<file path="src/rtl/dffram_pkg.sv">
// Shared constants and types for the DFFRAM OBI host bridge.
package dffram_pkg;

  localparam int unsigned WINDOW_BYTES  = 16384;
  localparam int          DFFRAM_ADDR_W = 12;

  typedef enum logic {
    PORT_INSTR = 1'b0,
    PORT_DATA  = 1'b1
  } port_e;

endpackage

</file>
<file path="src/rtl/dffram_obi_host.sv">
// Two-port OBI (fetch + load/store) front end for a single-port DFFRAM.
// Grants are combinational and round-robin; responses follow one cycle later.
module dffram_obi_host
  import dffram_pkg::*;
#(
  parameter logic [31:0] BASE_ADDR = 32'h0000_0000,
  parameter int          ADDR_W    = DFFRAM_ADDR_W
) (
  input  logic              CLK,
  input  logic              RST,
  input  logic              instr_req_i,
  input  logic [31:0]       instr_addr_i,
  output logic              instr_gnt_o,
  output logic              instr_rvalid_o,
  output logic [31:0]       instr_rdata_o,
  output logic              instr_err_o,
  input  logic              data_req_i,
  input  logic              data_we_i,
  input  logic [3:0]        data_be_i,
  input  logic [31:0]       data_addr_i,
  input  logic [31:0]       data_wdata_i,
  output logic              data_gnt_o,
  output logic              data_rvalid_o,
  output logic [31:0]       data_rdata_o,
  output logic              data_err_o,
  output logic              ram_en_o,
  output logic [3:0]        ram_we_o,
  output logic [ADDR_W-1:0] ram_a_o,
  output logic [31:0]       ram_di_o,
  input  logic [31:0]       ram_do_i
);

  port_e       last_winner;
  logic        both, pick_data, igt, dgt, gnt_any, addr_ok, store;
  logic [31:0] sel_addr, off;
  logic        i_vld, d_vld, rsp_err, rsp_rd;

  // Data wins uncontended requests and contention after an instr win.
  assign both      = instr_req_i & data_req_i;
  assign pick_data = data_req_i & (~instr_req_i | (last_winner == PORT_INSTR));
  assign dgt       = ~RST & pick_data;
  assign igt       = ~RST & instr_req_i & ~pick_data;
  assign gnt_any   = igt | dgt;

  // Unsigned offset: addresses below BASE_ADDR wrap high and fail the range check.
  assign sel_addr = dgt ? data_addr_i : instr_addr_i;
  assign off      = sel_addr - BASE_ADDR;
  assign addr_ok  = (off < 32'(WINDOW_BYTES)) && (off[1:0] == 2'b00);
  assign store    = dgt & data_we_i;

  assign instr_gnt_o = igt;
  assign data_gnt_o  = dgt;
  assign ram_en_o    = gnt_any & addr_ok;
  assign ram_we_o    = (ram_en_o & store) ? data_be_i : 4'b0000;
  assign ram_a_o     = off[ADDR_W+1:2];
  assign ram_di_o    = data_wdata_i;

  always_ff @(posedge CLK) begin
    if (RST) begin
      i_vld       <= 1'b0;
      d_vld       <= 1'b0;
      rsp_err     <= 1'b0;
      rsp_rd      <= 1'b0;
      last_winner <= PORT_INSTR;
    end else begin
      i_vld   <= igt;
      d_vld   <= dgt;
      rsp_err <= gnt_any & ~addr_ok;
      rsp_rd  <= ram_en_o & ~store;
      if (both) last_winner <= dgt ? PORT_DATA : PORT_INSTR;
    end
  end

  // Responses are masked while RST is high so a pending one never escapes.
  assign instr_rvalid_o = i_vld & ~RST;
  assign instr_err_o    = instr_rvalid_o & rsp_err;
  assign instr_rdata_o  = (instr_rvalid_o & rsp_rd) ? ram_do_i : 32'h0;
  assign data_rvalid_o  = d_vld & ~RST;
  assign data_err_o     = data_rvalid_o & rsp_err;
  assign data_rdata_o   = (data_rvalid_o & rsp_rd) ? ram_do_i : 32'h0;

endmodule
</file>
<file path="config.mk">
export PLATFORM = sky130hd
export DESIGN_NAME = dffram_obi_host
export DESIGN_NICKNAME = d
export VERILOG_FILES = /design/src/rtl/dffram_pkg.sv /design/src/rtl/dffram_obi_host.sv
export SDC_FILE = /design/constraint.sdc
export NUM_CORES = 1
export LEC_CHECK = 0
export BUFFER_PORTS_ARGS = -buffer_cell sky130_fd_sc_hd__buf_2
export CAP_MARGIN = 40
export CORE_AREA = 2 2 99 101
export CTS_BUF_LIST = sky130_fd_sc_hd__clkbuf_8
export DETAILED_ROUTE_END_ITERATION = 12
export DIE_AREA = 0 0 101 103
export PLACE_DENSITY = 0.48
export SYNTH_ARGS = -nofsm -noshare
export SYNTH_HDL_FRONTEND = slang
export SYNTH_SLANG_ARGS = --single-unit
</file>
<file path="constraint.sdc">
create_clock -name CLK -period 4.7 [get_ports CLK]
set_clock_uncertainty 0.1 [all_clocks]
set_input_delay 0.705 -clock CLK [delete_from_list [all_inputs] [get_ports CLK]]
set_output_delay 0.705 -clock CLK [all_outputs]
set_load 0.01 [all_outputs]
</file>
======== Word-level counts from Yosys, hierarchy flattened ========
Index checks and enable logic that the tools add are counted.
word-level totals
  word-level logic and storage cells ...... 37
  output and inout bits ................... 119
  register bits after elaboration ......... 5
  input bits .............................. 137
cells by class
  muxes and demuxes ....................... 5
  bitwise operators ....................... 24
  reduce and logical (&&, ||, !) cells .... 2
  magnitude comparators ................... 1
operators by type and width
  cell                                                          count
  two-way mux 32 bit                                            3
  less-than comparator 32 x 15 -> 1 bit, second input constant  1
  AND 1 bit                                                     16
  inverter 1 bit                                                6
  two-way mux 4 bit                                             1
  zero test 2 bit                                               1
  bitwise OR 1 bit                                              2
  logical AND 1 bit                                             1
  two-way mux 1 bit                                             1

======== Depth between registers and ports, before layout ========
Gate-level depths: netlist of run 1.
  depth in word-level cells ............... 10
  gate-level depth with buffers ........... 5

======== Least setup slack after synthesis of run 1 ========
OpenSTA, ideal clock, no wires.
  path kind ............................... in2out
  start point ............................. input port instr_addr_i[15]
  end point ............................... output port ram_en_o
  stages .................................. 3
  slack ................................... 1.910 ns
  data arrival time ....................... 1.985 ns
  cells stage by stage .................... or4_1 or4_4 a21oi_1
between the ends
  word-level cells in the longest chain between the ends .. 4
RTL lines
  what                                   RTL line               text
  from (decl)                            dffram_obi_host.sv:12  input logic [31:0] instr_addr_i,
  two-way mux 32 bit                     dffram_obi_host.sv:46  assign sel_addr = dgt ? data_addr_i : instr_addr_i;
  less-than comparator 32 x 15 -> 1 bit  dffram_obi_host.sv:48  assign addr_ok = (off < 32'(WINDOW_BYTES)) && (off[1:0] == 2'b00);
  logical AND 1 bit                      dffram_obi_host.sv:48
  AND 1 bit                              dffram_obi_host.sv:53  assign ram_en_o = gnt_any & addr_ok;
  to (decl)                              dffram_obi_host.sv:26  output logic ram_en_o,
Every way passes these cells.

======== Final worst setup path of run 1 ========
  start point ............................. input port RST
  end point ............................... output port ram_en_o
between the ends
  word-level cells in the longest chain between the ends .. 6
  elaborated cells on any way between the ends .. 10
RTL lines
  what                                                                      RTL line                                      text
  from (decl)                                                               dffram_obi_host.sv:10                         input logic RST,
  inverter 1 bit *                                                          dffram_obi_host.sv:41, dffram_obi_host.sv:42
  AND 1 bit                                                                 dffram_obi_host.sv:41                         assign dgt = ~RST & pick_data;
  two-way mux 32 bit                                                        dffram_obi_host.sv:46
  less-than comparator 32 x 15 -> 1 bit or zero test 2 bit (tied branches)  dffram_obi_host.sv:48
  logical AND 1 bit                                                         dffram_obi_host.sv:48
  AND 1 bit *                                                               dffram_obi_host.sv:53
Mark *: on every way between the ends. The rest lies on a longest branch, timed or not.

==> run summary, run 1 <==
number of global-route vias before repair: 1,393
cts hold-fix bufs: 0
Max Freq: 335 MHz
Crit Path Category: input pin to primary output
FF-to-FF End: rsp_err
Gate Count Post-Synth: 172
filler cell count: 1,056
Detail Route Antenna Nets: 0
mapped cell area: 1200 sq um
nets: 462
clk slew on worst S/H paths: 30 ps
WL/cell: 11.0 um
DP Wirelength: 4.16 mm
pins over their slew limit: 0
CP max FO: 14
H-tree depth: 1
sequential power share: 21.5%
via count: 1,769
setup bufs post-CTS: 0
Die Y-Extent: 103 um
maximum clock path buffer count: 2
Clk network pwr share: 36.0%
Yosys top cell by area: and3_1
DRC: 0
hold slack: 435 ps
#FFs+latches synth: 5
DIE AREA: 10,400 sq um
Internal: 153 uW
hold crit path type: flip-flop to flip-flop
register area share after synthesis: 8.32%
Period minus WS final: 2990 ps
Initial Utilization: 12.7%
crit start category: input pin
die extent in x: 101 um
Switching Share: 28.6%
setup TNS: 0 ps
Area growth, synth to finish: 74.2%
Worst Setup End Kind: primary output
Via density: 4.04
io pins: 256
TritonCTS clock tree: done
Unique masters post-synth: 24
initial drt markers: 31
leakage: 1.50 nW
Final Hold Viols: 0
CP endpoint: ram_en_o
Max-Cap Viols: 0
largest net degree at the start of global routing: 65
routed wire length: 4.83 mm
R2R Setup Slk: 2990 ps
global-route wire length before repair: 6.32 mm
status: completed
worst slew pin tran: 552 ps
synth top area cells: and3_1 (35%), buf_4 (20%), mux2_2 (11%)
syn_nets: 309
clk root buf: clkbuf_8
period utilization: 63.6%
area share of the leading cell type in the synthesized netlist: 34.9%
total grt overflow: 0
Num CTS Buffers: 3
gr usage total: 7.73%
cts repair resizes: 0
worst relative slew slack: 63.0%
Worst IR Drop VDD: 0.0000754 V
# port buffers: 191
Rows: 36
initial antenna violation count: 0
ANT cells: 0
logic gate share of total power: 42.5%
average size of a mapped cell: 6.99 sq um
Critical Path AT: 2180 ps
share of layout cells above drive strength 1: 66.0%
pwr dens: 102 nW/um^2
P_sw: 61.4 uW
clk_lat worst skew: 220 ps
Ys Warns: 0
final setup fails: 0
RSZ-0062 raised after global routing: no
Core ar.: 9460 sq um
Worst Path Required: 3890 ps
reg2reg path depth: 5
Placer Congestion: 0.736
reg2reg start: last_winner
Sink Count: 5
Crit. Startpoint: RST
DR pass1 iterations: 4
## power groups by stage
stage	clock network (mW)	logic (mW)	registers, mW
floorplan	0	0.0593	0.0463
global placement	0	0.0885	0.0467
detailed placement	0	0.0923	0.0468
CTS	0.0806	0.0925	0.0462
global route	0.0834	0.101	0.0464
finish	0.0772	0.0911	0.0462
## state kept, by name (all words and copies together), names as in the netlist
| signal | flops |
|---|---|
| d_vld | 1 |
| last_winner | 1 |
| i_vld | 1 |
| rsp_err | 1 |
| rsp_rd | 1 |
## cells in the mapped netlist
library cell,n
a21oi_1,3
and2_1,6
and2b_4,1
and3_1,67
buf_2,1
buf_4,32
clkbuf_1,13
dfxtp_1,5
inv_1,4
mux2_2,12
nand2_1,6
nand2_4,1
nand2b_1,1
nand3_1,1
nor2_1,1
nor2b_1,2
nor4_1,9
nor4b_1,1
o2111a_1,1
o21ai_0,1
or3_1,1
or4_1,1
or4_4,1
xor2_1,1
## metal layers
metal  vias up  global-route usage, %  wire, um
met3         6                   1.42       524
li1        884                      -         -
met4         0                   3.01        71
met2       142                   16.7      2500
met1       737                   6.90      1740
met5         -                      0         0
## how the worst min path moves through the flow
stage               slack (ps)     endpoint         from  cells past startpoint
detailed placement         430  last_winner  last_winner                      2
CTS                        440  last_winner  last_winner                      2
global placement           410  last_winner  last_winner                      2
floorplan                  390  last_winner  last_winner                      2
finish                     440  last_winner  last_winner                      2
global route               510  last_winner  last_winner                      2
## logic make-up after synthesis
logic type      Yosys count  synth area share [%]
simple gates             99                  51.4
buf+inv                  50                  25.7
mux                      12                  11.2
compound gates            5                  2.60
flops                     5                  8.32
xor+xnor                  1                 0.729
## layout by cell type (no fill, tap or decap), drive strengths merged, types with 3 or more instances in the layout
cell type  synthesis  routed
buf               33     194
and3              67      67
mux2              12      12
nor4               9       9
nand2              7       7
and2               6       6
inv                4       5
dfxtp              5       5
a21oi              3       3
clkbuf            13       3
## area by class of cell
cell class / instances / area [sq um] / area share [%]
clock inverters: 1 / 3.75 / 0.179
flip-flops and latches: 5 / 100 / 4.78
clock buffers: 3 / 41.3 / 1.97
well taps: 114 / 143 / 6.81
repair buffers: 194 / 993 / 47.4
multi-input cells: 117 / 798 / 38.1
inverters: 4 / 15.0 / 0.717
## stage by stage
step | cells | setup WS [ps] | cell area [sq um] | power [mW] | utilization (%)
final | 438 | 1710 | 2090 | 0.214 | 22.1
after global routing | 438 | 1620 | 2090 | 0.231 | 22.1
after CTS | 438 | 1690 | 2090 | 0.219 | 22.1
after detailed placement | 434 | 1700 | 2050 | 0.139 | 21.7
after global placement | 432 | 1730 | 2020 | 0.135 | 21.3
after floorplan | 172 | 1910 | 1200 | 0.106 | -
## worst max-delay path, cell delays in order
cell and delay, ps:
buf_2 150, and2b_4 220, nand2_4 160, inv_1 100, or4_4 550, a21oi_1 150, buf_2 140
(Power assumes the default switching activity.)
==> run 2, diff against run 1 <==
- ABC_AREA: not set -> 1
- CORE_AREA: 2 2 99 101 -> 2 2 100 102
- DIE_AREA: 0 0 101 103 -> 0 0 102 104
- PLACE_DENSITY: 0.48 -> 0.5
- clock period: 4.7 -> 2.7 ns (I/O delays scaled with it)
==> run 2 against run 1 <==
Compared with the run above: flip-flop and latch count stayed put; utilization is 0.87 points higher; critical path depth is 3 higher; sequential power is 73% higher; largest power group unchanged; critical path type is now flip-flop to primary output.
==> run summary, run 2 <==
status: completed
register area share after synthesis: 7.68% (-0.64 points)
die extent in x: 102 um (+0.99%)
worst slew pin tran: 324 ps (-228 ps)
mapped cell area: 1300 sq um (+8.3%)
cts repair resizes: 0 (unchanged)
average size of a mapped cell: 4.84 sq um (-31%)
Initial Utilization: 13.6% (+0.93 points)
Gate Count Post-Synth: 269 (+56%)
Worst IR Drop VDD: 0.000139 V (+84%)
Post-synth EDFFs: 0 (unchanged)
commonest non-fill, non-tap cell in the layout: buf_2
TritonCTS clock tree: done
total grt overflow: 0 (unchanged)
WL/cell: 9.30 um (-16%)
DIE AREA: 10,600 sq um (+2.0%)
number of global-route vias before repair: 1,854 (+33%)
DRC: 0 (unchanged)
DP Wirelength: 4.66 mm (+12%)
io pins: 256 (unchanged)
hold crit path type: input pin to flip-flop
Worst Path Required: 2190 ps (-1700 ps)
most frequent cells in the layout: buf_2 (191), nor2_1 (95), inv_1 (55)
Sink Count: 5 (unchanged)
Via density: 3.57 (-12%)
Area growth, synth to finish: 68.7%
Critical Path Slowest Stage Cell: dfxtp_1
via count: 1,993 (+13%)
setup bufs post-CTS: 0 (unchanged)
Die Y-Extent: 104 um (+0.97%)
gr usage total: 9.05% (+1.3 points)
DR pass1 iterations: 4 (unchanged)
critical-path cell list: nand2_2, nand2_4, nor2_8, inv_4, nor2_4, nand2_2, nand2_4, nand2_4, nor2_2, buf_2
Core ar.: 9550 sq um (+0.95%)
Detail Route Antenna Nets: 0 (unchanged)
global-route wire length before repair: 7.60 mm (+20%)
pwr dens: 177 nW/um^2 (+73%)
ys async rst share: 0% (unchanged)
share of layout cells above drive strength 1: 49.2% (-17 points)
Rows: 36 (unchanged)
Top FF cell, synth: dfxtp_1
Yosys top cell by area: nor2_1
initial antenna violation count: 0 (unchanged)
Unique masters post-synth: 19 (-21%)
synth top area cells: nor2_1 (27%), buf_4 (19%), inv_1 (16%)
Worst Setup End Kind: primary output
CP max FO: 15 (+1)
period utilization: 76.0%
ANT cells: 0 (unchanged)
slowest stage delay, CP: 320 ps (-230 ps)
routed wire length: 5.19 mm (+7.4%)
nets: 563 (+22%)
Period minus WS final: 2050 ps
RSZ-0062 raised after global routing: no
setup TNS: 0 ps (unchanged)
cts hold-fix bufs: 0 (unchanged)
#FFs+latches synth: 5 (unchanged)
clk slew on worst S/H paths: 30 ps (about the same)
# port buffers: 191 (unchanged)
worst relative slew slack: 78.4% (+15 points)
area share of the leading cell type in the synthesized netlist: 27.4% (-7.5 points)
clk root buf: clkbuf_8
Final Hold Viols: 0 (unchanged)
largest net degree at the start of global routing: 33 (-49%)
initial drt markers: 32 (+3.2%)
maximum clock path buffer count: 2 (unchanged)
syn_nets: 406 (+31%)
final setup fails: 0 (unchanged)
Ys Warns: 0 (unchanged)
clk_lat worst skew: 220 ps (about the same)
cell mode on critical path: nand2_4
H-tree depth: 1 (unchanged)
Max Freq: 487 MHz
Num CTS Buffers: 3 (unchanged)
crit start category: flip-flop
Placer Congestion: 0.764 (+3.8%)
Critical Path AT: 1550 ps (-630 ps)
filler cell count: 1,121 (+6.2%)
Max-Cap Viols: 0 (unchanged)
pins over their slew limit: 0 (unchanged)
top-count cell post-synth: nor2_1
hold slack: 387 ps (-48.6 ps)
leakage: 1.63 nW (+8.4%)
synth cell count leaders: nor2_1 (95), inv_1 (54), nand2_1 (54)
Crit Path Category: flip-flop to primary output
==> run 2: cell types whose count changed in the layout (fill, tap and decap cells not counted), sizes merged, moves of 5 or more <==
cell	before	now
and2	6	1
and3	67	0
inv	5	57
mux2	12	0
nand2	7	59
nor2	1	101
nor4	9	0
==> run 2: cell families after synthesis <==
| family | count (synthesis) | share of synthesized area [%] |
|---|---|---|
| AO/OA/AOI/OAI | 2 | 0.768 |
| buffers and inverters | 97 | 38.4 |
| flip-flops | 5 | 7.69 |
| AND/OR/NAND/NOR | 164 | 52.4 |
| XOR/XNOR | 1 | 0.673 |
==> run 2: layout make-up <==
type                       count  area (sq um)  share of cell area [%]
multi-input combinational    167           702                    31.9
clock inverter                 1          3.75                   0.171
tap                          133           166                    7.57
timing repair buffer         193           971                    44.2
inverter                      56           213                    9.68
sequential                     5           100                    4.56
clock buffer                   3          41.3                    1.88
==> run 2: worst paths after layout <==
check | startpoint | to | slack [ps] | cells past startpoint
max | last_winner | ram_we_o[3] | 650 | 10
min | instr_req_i | i_vld | 390 | 3
max reg2reg | last_winner | rsp_rd | 1350 | 9
min reg2reg | last_winner | last_winner | 430 | 2
==> run 2: worst max-delay path: cells and delay by family (launching register included) <==
kind                   cells  cell delay (ps)
buffers and inverters      2              250
flip-flops                 1              320
AND/OR/NAND/NOR            8              760
==> run 2: metrics by stage <==
step | power, mW | instance area [sq um] | worst slack (ps) | instances | utilization [%]
2_1_floorplan | 0.206 | 1300 | 918 | 269 | -
3_3_place_gp | 0.261 | 2150 | 660 | 554 | 22.5
3_5_place_dp | 0.262 | 2150 | 633 | 554 | 22.5
4_1_cts | 0.400 | 2200 | 616 | 558 | 23.0
5_1_grt | 0.425 | 2200 | 472 | 558 | 23.0
6_report | 0.390 | 2200 | 648 | 558 | 23.0
==> run 2: where the power goes <==
group	total, mW	leakage, nW	internal, mW	switching (mW)
registers	0.0801	0.0413	0.0784	0.00171
clock network	0.131	0.0269	0.0972	0.0342
logic	0.178	1.56	0.0877	0.0907
total	0.390	1.63	0.263	0.127
==> run 2: metal layers <==
| layer | share of wire (%) | global-route usage [%] | vias up |
|---|---|---|---|
| li1 | - | - | 1030 |
| met1 | 34 | 7.63 | 789 |
| met5 | 0 | 0 | - |
| met2 | 48 | 17.7 | 166 |
| met4 | 2.5 | 4.38 | 0 |
| met3 | 16 | 3.56 | 8 |
==> run 3, diff against run 2 <==
- CORE_AREA: 2 2 100 102 -> 2 2 99 101
- DIE_AREA: 0 0 102 104 -> 0 0 101 103
- PLACE_DENSITY: 0.5 -> 0.49
- clock period: 2.7 -> 2.15 ns (I/O delays scaled with it)
==> run 3 against run 2 <==
Compared with the run above: flip-flop and latch count is the same; setup slack worse by 420 ps; largest cell class unchanged; critical path depth is the same; highest routed layer unchanged; via count decreased by 0.60%; clock power increased by 26%; combinational power is 26% higher; critical endpoint is now ram_en_o; count of clock-buffer cells in the layout stayed put; cell area shrank 0.17%.
==> run summary, run 3 (synthesized netlist as in run 2, its figures left out) <==
DR pass1 iterations: 4 (unchanged)
reg2reg start: last_winner
logic gate share of total power: 45.9% (+0.2 points)
global-route wire length before repair: 6.80 mm (-11%)
Crit Path Category: flip-flop to primary output
Placer Congestion: 0.822 (+7.6%)
status: completed
crit start category: flip-flop
# port buffers: 191 (unchanged)
P_sw: 158 uW (+25%)
Detail Route Antenna Nets: 0 (unchanged)
cts repair resizes: 0 (unchanged)
Core ar.: 9460 sq um (-0.94%)
Num CTS Buffers: 3 (unchanged)
DIE AREA: 10,400 sq um (-1.9%)
Period minus WS final: 1920 ps
Sink Count: 5 (unchanged)
TritonCTS clock tree: done
placed insts: 535 (-3.4%)
Area growth, synth to finish: 68.4%
commonest non-fill, non-tap cell in the layout: buf_2
die extent in x: 101 um (-0.98%)
setup TNS: 0 ps (unchanged)
worst slew pin tran: 329 ps (+4.69 ps)
initial antenna violation count: 0 (unchanged)
nets: 564 (+0.18%)
Max Freq: 522 MHz
CP endpoint: ram_en_o
Core Util, Final: 23.2% (+0.18 points)
Finished Layout Cells: 540 (-3.2%)
Die Y-Extent: 103 um (-0.96%)
H-tree depth: 1 (unchanged)
reg2reg path depth: 9 (unchanged)
number of global-route vias before repair: 1,622 (-13%)
DRC: 0 (unchanged)
Worst Path Required: 1730 ps (-460 ps)
Switching Share: 32.3% (-0.20 points)
Critical Path AT: 1490 ps (-60 ps)
pre-CTS WS: 197 ps (-436 ps)
Max-Cap Viols: 0 (unchanged)
largest net degree at the start of global routing: 33 (unchanged)
maximum clock path buffer count: 2 (unchanged)
Worst IR Drop VDD: 0.000173 V (+25%)
Worst Setup End Kind: primary output
ANT cells: 0 (unchanged)
sequential power share: 20.5% (about the same)
leakage: 1.64 nW (+0.71%)
worst relative slew slack: 78.1% (-0.31 points)
clk_lat worst skew: 220 ps (about the same)
final setup fails: 0 (unchanged)
cts hold-fix bufs: 0 (unchanged)
routed wire length: 4.95 mm (-4.5%)
min-delay src: instr_req_i
Final Hold Viols: 0 (unchanged)
via count: 1,981 (-0.60%)
pins over their slew limit: 0 (unchanged)
RSZ-0062 raised after global routing: no
Via density: 3.67 (+2.7%)
pwr dens: 224 nW/um^2 (+26%)
placed cell areas: 2140 sq um (-0.52%)
clk root buf: clkbuf_8
most frequent cells in the layout: buf_2 (191), nor2_1 (95), inv_1 (55)
DP Wirelength: 4.43 mm (-4.9%)
FF-to-FF End: rsp_rd
Initial Utilization: 13.8% (+0.13 points)
initial drt markers: 16 (-50%)
total grt overflow: 0 (unchanged)
Pwr Total: 490 uW (+26%)
clk slew on worst S/H paths: 30 ps (about the same)
Rows: 36 (unchanged)
io pins: 256 (unchanged)
gr usage total: 8.30% (-0.75 points)
WL/cell: 9.17 um (-1.4%)
hold slack: 297 ps (-89.6 ps)
Clk network pwr share: 33.6% (about the same)
share of layout cells above drive strength 1: 49.3% (+0.12 points)
fin area: 2190 sq um (-0.17%)
final worst slack: 233 ps (-416 ps)
CP max FO: 15 (unchanged)
Crit. Startpoint: last_winner
R2R Setup Slk: 860 ps (-490 ps)
period utilization: 89.2%
hold crit path type: input pin to flip-flop
Internal: 332 uW (+26%)
[run 3: per-layer routing]
metal | global-route usage (%) | up-vias | part of all wire, %
met1 | 6.42 | 782 | 33
met2 | 17.4 | 167 | 49
met5 | 0 | - | 0
li1 | - | 1030 | -
met3 | 4.00 | 2 | 17
met4 | 3.12 | 0 | 0.89
[run 3: worst min path at each step]
stage | to | slack [ps] | depth (start not counted)
detailed placement | last_winner | 430 | 2
floorplan | i_vld | 370 | 2
global placement | last_winner | 420 | 2
global route | i_vld | 330 | 3
CTS | i_vld | 290 | 3
finish | i_vld | 300 | 3
[run 3: critical path, cell delays in order (launching register included)]
cell and delay [ps]:
dfxtp_1 320, nand2_2 80, nand2_4 70, nor2_8 160
inv_4 100, nor2_4 110, nand2_2 70, nand2_4 80
inv_2 40, nor2_1 100, buf_2 150
[run 3: cell type report]
class,count,area [sq um]
clock inverter,1,3.75
timing repair buffer,194,991
fill,1095,7270
tap,114,143
multi-input combinational,167,702
clock buffer,3,41.3
inverter,56,213
sequential,5,100
[run 3: what timing repair did]
item,4_1_cts,5_1_grt
setup buffers,0,1
setup endpoints to repair,0,1
hold endpoints to repair,0,0
[run 3: power by group through the flow]
stage                     Combinational, mW  Clock (mW)  Sequential (mW)
after CTS                             0.227       0.171            0.101
final                                 0.225       0.165            0.101
after global routing                  0.257       0.175            0.101
after detailed placement              0.226           0            0.102
after floorplan                       0.158           0            0.101
after global placement                0.225           0            0.102
